`src/rtl/snes_rom_dump_ctrl_if.sv`:
```
// Byte stream from the ROM dump sequencer to the host link.
// Each beat carries the captured byte and the ROM address it came from.
interface snes_rom_dump_ctrl_if;
    logic [7:0]  out_data;
    logic [19:0] out_addr;
    logic        out_valid;
    logic        out_ready;

    modport master (
        output out_data,
        output out_addr,
        output out_valid,
        input  out_ready
    );

    modport slave (
        input  out_data,
        input  out_addr,
        input  out_valid,
        output out_ready
    );
endinterface

```
`src/rtl/snes_rom_dump_ctrl.sv`:
```
// Linear SNES cartridge ROM dumper: addresses the ROM, waits the access time,
// captures each byte onto a valid/ready stream and keeps a 16-bit additive checksum.
module snes_rom_dump_ctrl #(
    parameter int ACCESS_CYCLES = 3,
    parameter int CNT_W         = 21
) (
    input  logic                 clk,
    input  logic                 reset,
    input  logic                 start,
    input  logic                 abort,
    input  logic [19:0]          start_addr,
    input  logic [CNT_W-1:0]     length,
    input  logic [7:0]           rom_data,
    output logic [19:0]          rom_addr,
    output logic                 rom_cs_n,
    output logic                 busy,
    output logic                 done,
    output logic [15:0]          checksum,
    snes_rom_dump_ctrl_if.master stream
);

    typedef enum logic [1:0] {
        ST_IDLE    = 2'd0,
        ST_SETUP   = 2'd1,
        ST_PRESENT = 2'd2,
        ST_FINISH  = 2'd3
    } state_t;

    localparam logic [3:0]       ACCESS_INIT = 4'(ACCESS_CYCLES);
    localparam logic [CNT_W-1:0] CNT_ONE     = CNT_W'(1);

    // SNES checksum: plain byte sum, wrapping at 16 bits
    function automatic logic [15:0] csum_add(input logic [15:0] sum, input logic [7:0] b);
        csum_add = sum + {8'd0, b};
    endfunction

    state_t           state_r;
    state_t           state_nxt_s;
    logic [19:0]      rom_addr_r;
    logic [3:0]       wait_cnt_r;
    logic [CNT_W-1:0] remaining_r;
    logic [7:0]       out_data_r;
    logic [19:0]      out_addr_r;
    logic [15:0]      checksum_r;
    logic             rom_cs_n_r;
    logic             out_valid_r;
    logic             busy_r;
    logic             done_r;
    logic             rom_cs_n_nxt_s;
    logic             out_valid_nxt_s;
    logic             busy_nxt_s;
    logic             done_nxt_s;
    logic             start_go_s;
    logic             accept_s;
    logic             last_s;

    assign start_go_s = start && !abort;
    assign accept_s   = (state_r == ST_PRESENT) && stream.out_ready && !abort;
    assign last_s     = (remaining_r == CNT_ONE);

    // State register
    always_ff @(posedge clk or posedge reset) begin
        if (reset) begin
            state_r <= ST_IDLE;
        end else begin
            state_r <= state_nxt_s;
        end
    end

    // Next-state decode; abort outranks every other transition
    always_comb begin
        state_nxt_s = state_r;
        case (state_r)
            ST_IDLE: begin
                if (start_go_s) begin
                    if (length != '0) begin
                        state_nxt_s = ST_SETUP;
                    end else begin
                        state_nxt_s = ST_FINISH;
                    end
                end else begin
                    state_nxt_s = ST_IDLE;
                end
            end
            ST_SETUP: begin
                if (abort) begin
                    state_nxt_s = ST_IDLE;
                end else if (wait_cnt_r == 4'd1) begin
                    state_nxt_s = ST_PRESENT;
                end else begin
                    state_nxt_s = ST_SETUP;
                end
            end
            ST_PRESENT: begin
                if (abort) begin
                    state_nxt_s = ST_IDLE;
                end else if (stream.out_ready) begin
                    if (last_s) begin
                        state_nxt_s = ST_FINISH;
                    end else begin
                        state_nxt_s = ST_SETUP;
                    end
                end else begin
                    state_nxt_s = ST_PRESENT;
                end
            end
            ST_FINISH: begin
                state_nxt_s = ST_IDLE;
            end
            default: begin
                state_nxt_s = ST_IDLE;
            end
        endcase
    end

    // Output decode from the upcoming state so control outputs are registered yet cycle-exact
    always_comb begin
        rom_cs_n_nxt_s  = 1'b1;
        out_valid_nxt_s = 1'b0;
        busy_nxt_s      = 1'b0;
        done_nxt_s      = 1'b0;
        case (state_nxt_s)
            ST_IDLE: begin
                busy_nxt_s = 1'b0;
            end
            ST_SETUP: begin
                rom_cs_n_nxt_s = 1'b0;
                busy_nxt_s     = 1'b1;
            end
            ST_PRESENT: begin
                rom_cs_n_nxt_s  = 1'b0;
                out_valid_nxt_s = 1'b1;
                busy_nxt_s      = 1'b1;
            end
            ST_FINISH: begin
                busy_nxt_s = 1'b1;
                done_nxt_s = 1'b1;
            end
            default: begin
                busy_nxt_s = 1'b0;
            end
        endcase
    end

    // Control output registers
    always_ff @(posedge clk or posedge reset) begin
        if (reset) begin
            rom_cs_n_r  <= 1'b1;
            out_valid_r <= 1'b0;
            busy_r      <= 1'b0;
            done_r      <= 1'b0;
        end else begin
            rom_cs_n_r  <= rom_cs_n_nxt_s;
            out_valid_r <= out_valid_nxt_s;
            busy_r      <= busy_nxt_s;
            done_r      <= done_nxt_s;
        end
    end

    // Address, access timer, byte count, capture and checksum datapath
    always_ff @(posedge clk or posedge reset) begin
        if (reset) begin
            rom_addr_r  <= 20'd0;
            wait_cnt_r  <= 4'd0;
            remaining_r <= '0;
            out_data_r  <= 8'd0;
            out_addr_r  <= 20'd0;
            checksum_r  <= 16'd0;
        end else begin
            case (state_r)
                ST_IDLE: begin
                    if (start_go_s) begin
                        checksum_r <= 16'd0;
                        if (length != '0) begin
                            rom_addr_r  <= start_addr;
                            remaining_r <= length;
                            wait_cnt_r  <= ACCESS_INIT;
                        end
                    end
                end
                ST_SETUP: begin
                    if (!abort) begin
                        wait_cnt_r <= wait_cnt_r - 4'd1;
                        if (wait_cnt_r == 4'd1) begin
                            out_data_r <= rom_data;
                            out_addr_r <= rom_addr_r;
                        end
                    end
                end
                ST_PRESENT: begin
                    if (accept_s) begin
                        checksum_r  <= csum_add(checksum_r, out_data_r);
                        remaining_r <= remaining_r - CNT_ONE;
                        if (!last_s) begin
                            rom_addr_r <= rom_addr_r + 20'd1;
                            wait_cnt_r <= ACCESS_INIT;
                        end
                    end
                end
                default: begin
                    wait_cnt_r <= wait_cnt_r;
                end
            endcase
        end
    end

    assign rom_addr         = rom_addr_r;
    assign rom_cs_n         = rom_cs_n_r;
    assign busy             = busy_r;
    assign done             = done_r;
    assign checksum         = checksum_r;
    assign stream.out_data  = out_data_r;
    assign stream.out_addr  = out_addr_r;
    assign stream.out_valid = out_valid_r;

endmodule

```
`src/flat_wrapper.sv`:
```
// flat-port wrapper written by rule: the top's interface ports become plain ports
module snes_rom_dump_ctrl_flat 
#(
    parameter int ACCESS_CYCLES = 3,
    parameter int CNT_W         = 21
)
  (clk, reset, start, abort, start_addr, length, rom_data, rom_addr, rom_cs_n, busy, done, checksum, stream_out_data, stream_out_addr, stream_out_valid, stream_out_ready);
  snes_rom_dump_ctrl_if stream_i ();
  input  logic clk;
  input  logic reset;
  input  logic start;
  input  logic abort;
  input  logic [19:0] start_addr;
  input  logic [CNT_W-1:0] length;
  input  logic [7:0] rom_data;
  output logic [19:0] rom_addr;
  output logic rom_cs_n;
  output logic busy;
  output logic done;
  output logic [15:0] checksum;
  output wire logic [$bits(stream_i.out_data)-1:0] stream_out_data;
  output wire logic [$bits(stream_i.out_addr)-1:0] stream_out_addr;
  output wire logic [$bits(stream_i.out_valid)-1:0] stream_out_valid;
  input wire logic [$bits(stream_i.out_ready)-1:0] stream_out_ready;
  assign stream_out_data = stream_i.out_data;
  assign stream_out_addr = stream_i.out_addr;
  assign stream_out_valid = stream_i.out_valid;
  assign stream_i.out_ready = stream_out_ready;
  snes_rom_dump_ctrl #(.ACCESS_CYCLES(ACCESS_CYCLES), .CNT_W(CNT_W)) u_core (.clk(clk), .reset(reset), .start(start), .abort(abort), .start_addr(start_addr), .length(length), .rom_data(rom_data), .rom_addr(rom_addr), .rom_cs_n(rom_cs_n), .busy(busy), .done(done), .checksum(checksum), .stream(stream_i));
endmodule
```
`config.mk`:
```
export PLATFORM = sky130hd
export DESIGN_NAME = snes_rom_dump_ctrl_flat
export DESIGN_NICKNAME = d
export VERILOG_FILES = /design/src/rtl/snes_rom_dump_ctrl_if.sv /design/src/rtl/snes_rom_dump_ctrl.sv /design/src/flat_wrapper.sv
export SDC_FILE = /design/constraint.sdc
export NUM_CORES = 1
export LEC_CHECK = 0
export CORE_MARGIN = 2
export CORE_UTILIZATION = 30
export DETAILED_ROUTE_END_ITERATION = 10
export PLACE_DENSITY = 0.53
export SLEW_MARGIN = 30
export SYNTH_ARGS = -nofsm -noshare
export SYNTH_HDL_FRONTEND = slang
export SYNTH_SLANG_ARGS = --single-unit
```
`constraint.sdc`:
```
create_clock -name clk -period 4.3 [get_ports clk]
set_input_delay 1.075 -clock clk [delete_from_list [all_inputs] [get_ports clk]]
set_output_delay 1.075 -clock clk [all_outputs]
set_load 0.05 [all_outputs]
```
## Word-level counts from Yosys, hierarchy flattened

Cells that the tools add are included.

| word-level totals | value |
|---|---|
| flip-flop bits (word level) | 95 |
| input port bits | 54 |
| output and inout port bits | 68 |

| operators by class | value |
|---|---|
| add/sub/neg operators | 4 |
| equal/unequal tests | 13 |
| mux-type cells | 30 |
| bitwise operators | 1 |
| reductions and logical operators | 16 |

Operators by type and width:

| operator | count |
|---|---|
| 20-bit 2-to-1 mux | 4 |
| 21-bit 2-to-1 mux | 3 |
| 21-bit case mux with 2 select lines | 1 |
| 20-bit case mux with 2 select lines | 1 |
| 16-bit 2-to-1 mux | 2 |
| 16-bit case mux with 2 select lines | 1 |
| 21-bit by 1-bit == test with 1-bit output, second input constant | 1 |
| 21-bit nonzero test | 1 |
| 21-bit by 1-bit subtractor with 21-bit output, second input constant | 1 |
| 20-bit by 1-bit adder with 20-bit output, second input constant | 1 |
| 4-bit 2-to-1 mux | 5 |
| 16-bit by 8-bit adder with 16-bit output | 1 |
| 2-bit 2-to-1 mux | 7 |
| 4-bit case mux with 3 select lines | 1 |
| 2-bit == test, second input constant | 4 |
| 2-bit case mux with 4 select lines | 1 |
| 2-bit by 1-bit != test with 1-bit output, second input constant | 3 |
| 3-bit AND reduction | 2 |
| 6-bit AND reduction | 1 |
| 5-bit AND reduction | 1 |
| 2-bit by 1-bit == test with 1-bit output, second input constant | 2 |
| 4-bit by 1-bit == test with 1-bit output, second input constant | 1 |
| 2-bit logical NOT | 2 |
| 2-bit != test, second input constant | 2 |
| 11 further kinds | 15 |

## Logic depth before layout (Yosys ltp)

| depth | value |
|---|---|
| depth in word-level cells | 8 |
| depth in mapped cells | 9 |

## Worst setup path after synthesis

OpenSTA, ideal clock, no wires.

| path | value |
|---|---|
| path type | input port to flip-flop |
| from | input port abort |
| to | register u_core.rom_addr_r[12] (netlist: u_core.rom_addr[12]) |
| library setup time | 129 ps |
| arrival | 2796 ps |
| data required time | 4171 ps |
| path slack | 1375 ps |
| cell stages on the path | 7 |
| path buffers | 3 |
| cell sequence | clkbuf_1 > nor3_1 > o21ai_0 > clkbuf_1 > clkbuf_1 > o21ai_0 > o21ai_0 |

| on the way | value |
|---|---|
| cells in the longest elaborated chain, start to end | 4 |
| elaborated cells on any way between the ends | 6 |

Ends and longest elaborated chain:

| what | RTL line | RTL |
|---|---|---|
| start: declaration | flat_wrapper.sv:12 | `input logic abort;` |
| 1-bit logical NOT (*) | snes_rom_dump_ctrl.sv:57, snes_rom_dump_ctrl.sv:58 |  |
| 1-bit logical AND, on equally long branches | snes_rom_dump_ctrl.sv:58, snes_rom_dump_ctrl.sv:57 |  |
| 2-bit by 1-bit != test with 1-bit output (no line) | -- |  |
| 5-bit AND reduction (no line) (*) | -- |  |
| end signal: assignment | snes_rom_dump_ctrl.sv:175 | `rom_addr_r <= start_addr;` |
| end signal: assignment | snes_rom_dump_ctrl.sv:195 | `rom_addr_r <= rom_addr_r + 20'd1;` |
| end: declaration | snes_rom_dump_ctrl.sv:39 | `logic [19:0] rom_addr_r;` |

Mark *: on every way between the ends. The rest lies on a longest branch, timed or not.
A chain may end at the register's enable or synchronous reset.

## Worst setup path in the final report

| path | value |
|---|---|
| from | input port length[13] |
| to | register u_core.remaining_r[18] |

| on the way | value |
|---|---|
| cells in the longest elaborated chain, start to end | 3 |

Ends and longest elaborated chain:

| what | RTL line | RTL |
|---|---|---|
| start: declaration | flat_wrapper.sv:14 | `input logic [CNT_W-1:0] length;` |
| 21-bit nonzero test | snes_rom_dump_ctrl.sv:174 | `if (length != '0) begin` |
| 2-bit by 1-bit != test with 1-bit output (no line) | -- |  |
| 4-bit AND reduction (no line) | -- |  |
| end signal: assignment | snes_rom_dump_ctrl.sv:176 | `remaining_r <= length;` |
| end signal: assignment | snes_rom_dump_ctrl.sv:193 | `remaining_r <= remaining_r - CNT_ONE;` |
| end: declaration | snes_rom_dump_ctrl.sv:41 | `logic [CNT_W-1:0] remaining_r;` |

Every way passes these cells.

==> results.json <==
{
  "status": "finished, final reports clean",
  "overflow": 0,
  "top_level_ports": 122,
  "grt_pass1_vias": 4715,
  "die_area_um2": 18740,
  "synth-edff-count": 0,
  "cts_max_level": 3,
  "clockBufferDepth": 2,
  "syn_nets": 633,
  "total_power_w": 0.003798,
  "synth_top_area_share_pct": 44.39,
  "placementRows": 48,
  "crit_buf_inv": 2,
  "ys_async_sr_fraction_pct": 100.0,
  "crit_required_ns": 4.54,
  "use_met2_pct": 26.53,
  "track_usage_pct": 17.10,
  "finalSetupViolCount": 0,
  "path_clk_slew_ns": 0.07,
  "peakVddDrop_mv": 0.2617,
  "crit_arrival_ns": 3.45,
  "hold_violations": 0,
  "timing.final.ws_setup_ns": 1.090,
  "final_cells": 898,
  "grt_max_degree": 59,
  "pwr_density_cell_nw_per_um2": 539.5,
  "via_count": 4988,
  "cp_cell_sequence": "clkdlybuf4s50_1 -> nor4_1 -> nand4_1 -> o21ai_2 -> buf_4 -> a21oi_1 -> o22a_1",
  "crit_family": "simple AND/OR/NAND/NOR gates",
  "synth_area_leaders": "dfrtp_1 44%, mux2_2 5.5%, a21oi_1 4.3%",
  "synth_ff_type": "dfrtp_1",
  "drv_slew": 0,
  "use_met3_pct": 3.111,
  "leakage_nw": 2.800,
  "drcViolationCount": 0,
  "antenna_found_initial": 0,
  "ys_types": 57,
  "worst_skew_pair.late_latency_ns": 0.36,
  "viasPerCell": 5.555,
  "cts_resized": 0,
  "cp-start-kind": "input pin",
  "finalClockSkew_ns": 0.008949,
  "cp_slowest_cell": "o21ai_2",
  "cts.sinks": 95,
  "cts_tree": "done",
  "critPathCaptureType": "flip-flop",
  "initial_core_util_pct": 30.64,
  "syn_inst": 562,
  "avgSynthCellArea_um2": 9.429,
  "cp_max_fo": 21,
  "detail-route-antenna-nets": 0,
  "fin_nets": 739,
  "period_minus_slack_ns": 3.210,
  "yosys_warnings": 0,
  "hp-class": "flip-flop to flip-flop",
  "cap_violations": 0,
  "max_freq_mhz": 311.5,
  "port_buffers": 121,
  "tightest_slew_ns": 0.7716,
  "synth.cell_area_um2": 5299,
  "grt_pass1_wl_um": 24990,
  "rsz0062_at_grt": "false",
  "finalCritPeriodShare_pct": 74.66,
  "die_h_um": 136.9,
  "dp.cells": 882,
  "cpPeakStageDelay_ns": 0.53,
  "gp_congestion": 0.8073,
  "yosys.area.top_type": "dfrtp_1",
  "use_met1_pct": 23.90,
  "cts_made_buffers": 9,
  "post_drt_wl_per_cell_um": 17.40,
  "pre_cts_ws_ns": 0.7581,
  "area_growth_pct": 32.85,
  "firstDrtPassIters": 5,
  "drtIter0Drc": 298,
  "antenna_cells": 0,
  "cts_setup_buffers": 0,
  "clockRootBuffer": "clkbuf_16",
  "core_area_um2": 17300,
  "dp_hpwl_um": 11060,
  "yosysSeqAreaShare_pct": 44.89,
  "busiest_layer": "met2",
  "fin_tns_setup_ns": 0,
  "layout-drive-gt1-share_pct": 10.10,
  "path_class": "input pin to flip-flop",
  "cts_hold_buf": 0,
  "die_x_um": 136.9,
  "ys_ff_latch": 95,
  "relSlewSlack_pct": 48.09,
  "wl_um": 15630
}
[through the flow]
stage / hold slack (ns) / util (%) / area [µm²]
3_5_place_dp: 0.4787 / 39.04 / 6753
2_1_floorplan: 0.4516 / - / 5299
4_1_cts: 0.4949 / 40.67 / 7034
5_1_grt: 0.5069 / 40.70 / 7039
6_report: 0.4844 / 40.70 / 7039
3_3_place_gp: 0.4707 / 39.04 / 6753
[synth_stat cells, types with 5 or more instances]
library cell  count
o22a_1            5
mux2_2           26
clkbuf_1         30
o21a_1            8
nor2_1           38
nand3_1          13
nor4_1           13
o21ai_0          45
nand4_1          11
and4_1            5
nand2b_1          5
a211oi_1          7
a21oi_1          46
o22ai_1          14
ha_1             16
a2bb2oi_1         8
nand2_1          41
dfrtp_1          94
or3_1            15
a31oi_1          20
and2_1            5
nor3_1           15
inv_1            16
[worst paths after layout]
kind                                                              from                                endpoint  slack, ns  cells past startpoint
worst min-delay path            u_core.stream.out_addr[17]$_DFFE_PP0P_  u_core.stream.out_addr[17]$_DFFE_PP0P_       0.48                      2
worst max register to register       u_core.remaining_r[2]$_DFFE_PP0P_         u_core.rom_addr[14]$_DFFE_PP0P_       1.49                      5
min in group asynchronous                                        reset   u_core.stream.out_data[3]$_DFFE_PP0P_       1.21                      2
max in group asynchronous                                        reset       u_core.remaining_r[6]$_DFFE_PP0P_       2.39                      3
worst max-delay path                                        length[13]      u_core.remaining_r[18]$_DFFE_PP0P_       1.09                      7
worst min register to register  u_core.stream.out_addr[17]$_DFFE_PP0P_  u_core.stream.out_addr[17]$_DFFE_PP0P_       0.48                      2
[tightest hold or removal path, delay by kind of cell (launching register included)]
family             cells  cell delay [ns]
DFF                    1             0.35
and+or+nand+nor        1             0.05
AOI/OAI and AO/OA      1             0.06
[cell type report]
class / instances / area [µm²]
Clock buffer: 10 / 229.0
Clock inverter: 6 / 52.55
Fill cell: 1692 / 10260
Inverter: 16 / 62.56
Multi-Input combinational cell: 415 / 2736
Sequential cell: 95 / 2379
Tap cell: 225 / 281.5
Timing Repair Buffer: 131 / 1299
[layout by cell type, fill, tap and decap left out, types with 5 or more instances in the layout]
| cell type | instances |
|---|---|
| a211oi_1 | 7 |
| a21oi_1 | 46 |
| a2bb2oi_1 | 8 |
| a31oi_1 | 20 |
| and2_1 | 5 |
| and4_1 | 5 |
| buf_4 | 9 |
| clkbuf_16 | 9 |
| clkdlybuf4s50_1 | 121 |
| dfrtp_1 | 94 |
| ha_1 | 16 |
| inv_1 | 15 |
| mux2_2 | 26 |
| nand2_1 | 41 |
| nand2b_1 | 5 |
| nand3_1 | 12 |
| nand4_1 | 11 |
| nor2_1 | 38 |
| nor3_1 | 15 |
| nor4_1 | 13 |
| o21a_1 | 8 |
| o21ai_0 | 44 |
| o22a_1 | 5 |
| o22ai_1 | 14 |
| or3_1 | 15 |
[registers in the layout (all words and copies together), names as in the netlist]
name and flops:
u_core.wait_cnt_r 4, u_core.checksum 16, u_core.rom_cs_n 1, u_core.stream.out_data 8, u_core.state_r 2, u_core.stream.out_valid 1, u_core.rom_addr 20, u_core.stream.out_addr 20
u_core.done 1, u_core.remaining_r 21, u_core.busy 1
[cells by family after synthesis]
kind of cell / after synthesis / synth area share [%]
and+or+nand+nor: 177 / 17.50
muxes: 31 / 6.753
DFF: 95 / 44.89
adders and majority gates: 17 / 4.156
AOI/OAI and AO/OA: 185 / 22.01
xor gates and xnor gates: 5 / 0.8264
buffers and inverters: 52 / 3.873
[power breakdown]
part / leakage [nW] / total [W] / internal, W / switching, W
registers: 1.18 / 0.00139 / 0.00114 / 0.000259
logic: 1.49 / 0.00161 / 0.000613 / 0.00100
clock network: 0.132 / 0.000789 / 0.000402 / 0.000387
[layer usage]
| metal | part of all wire [%] | routed length [µm] |
|---|---|---|
| met1 | 47 | 7283 |
| met2 | 46 | 7168 |
| met3 | 5.9 | 923 |
| met4 | 1.6 | 252 |
| met5 | 0 | 0 |
Note: power is estimated with default switching activity, not from simulation.
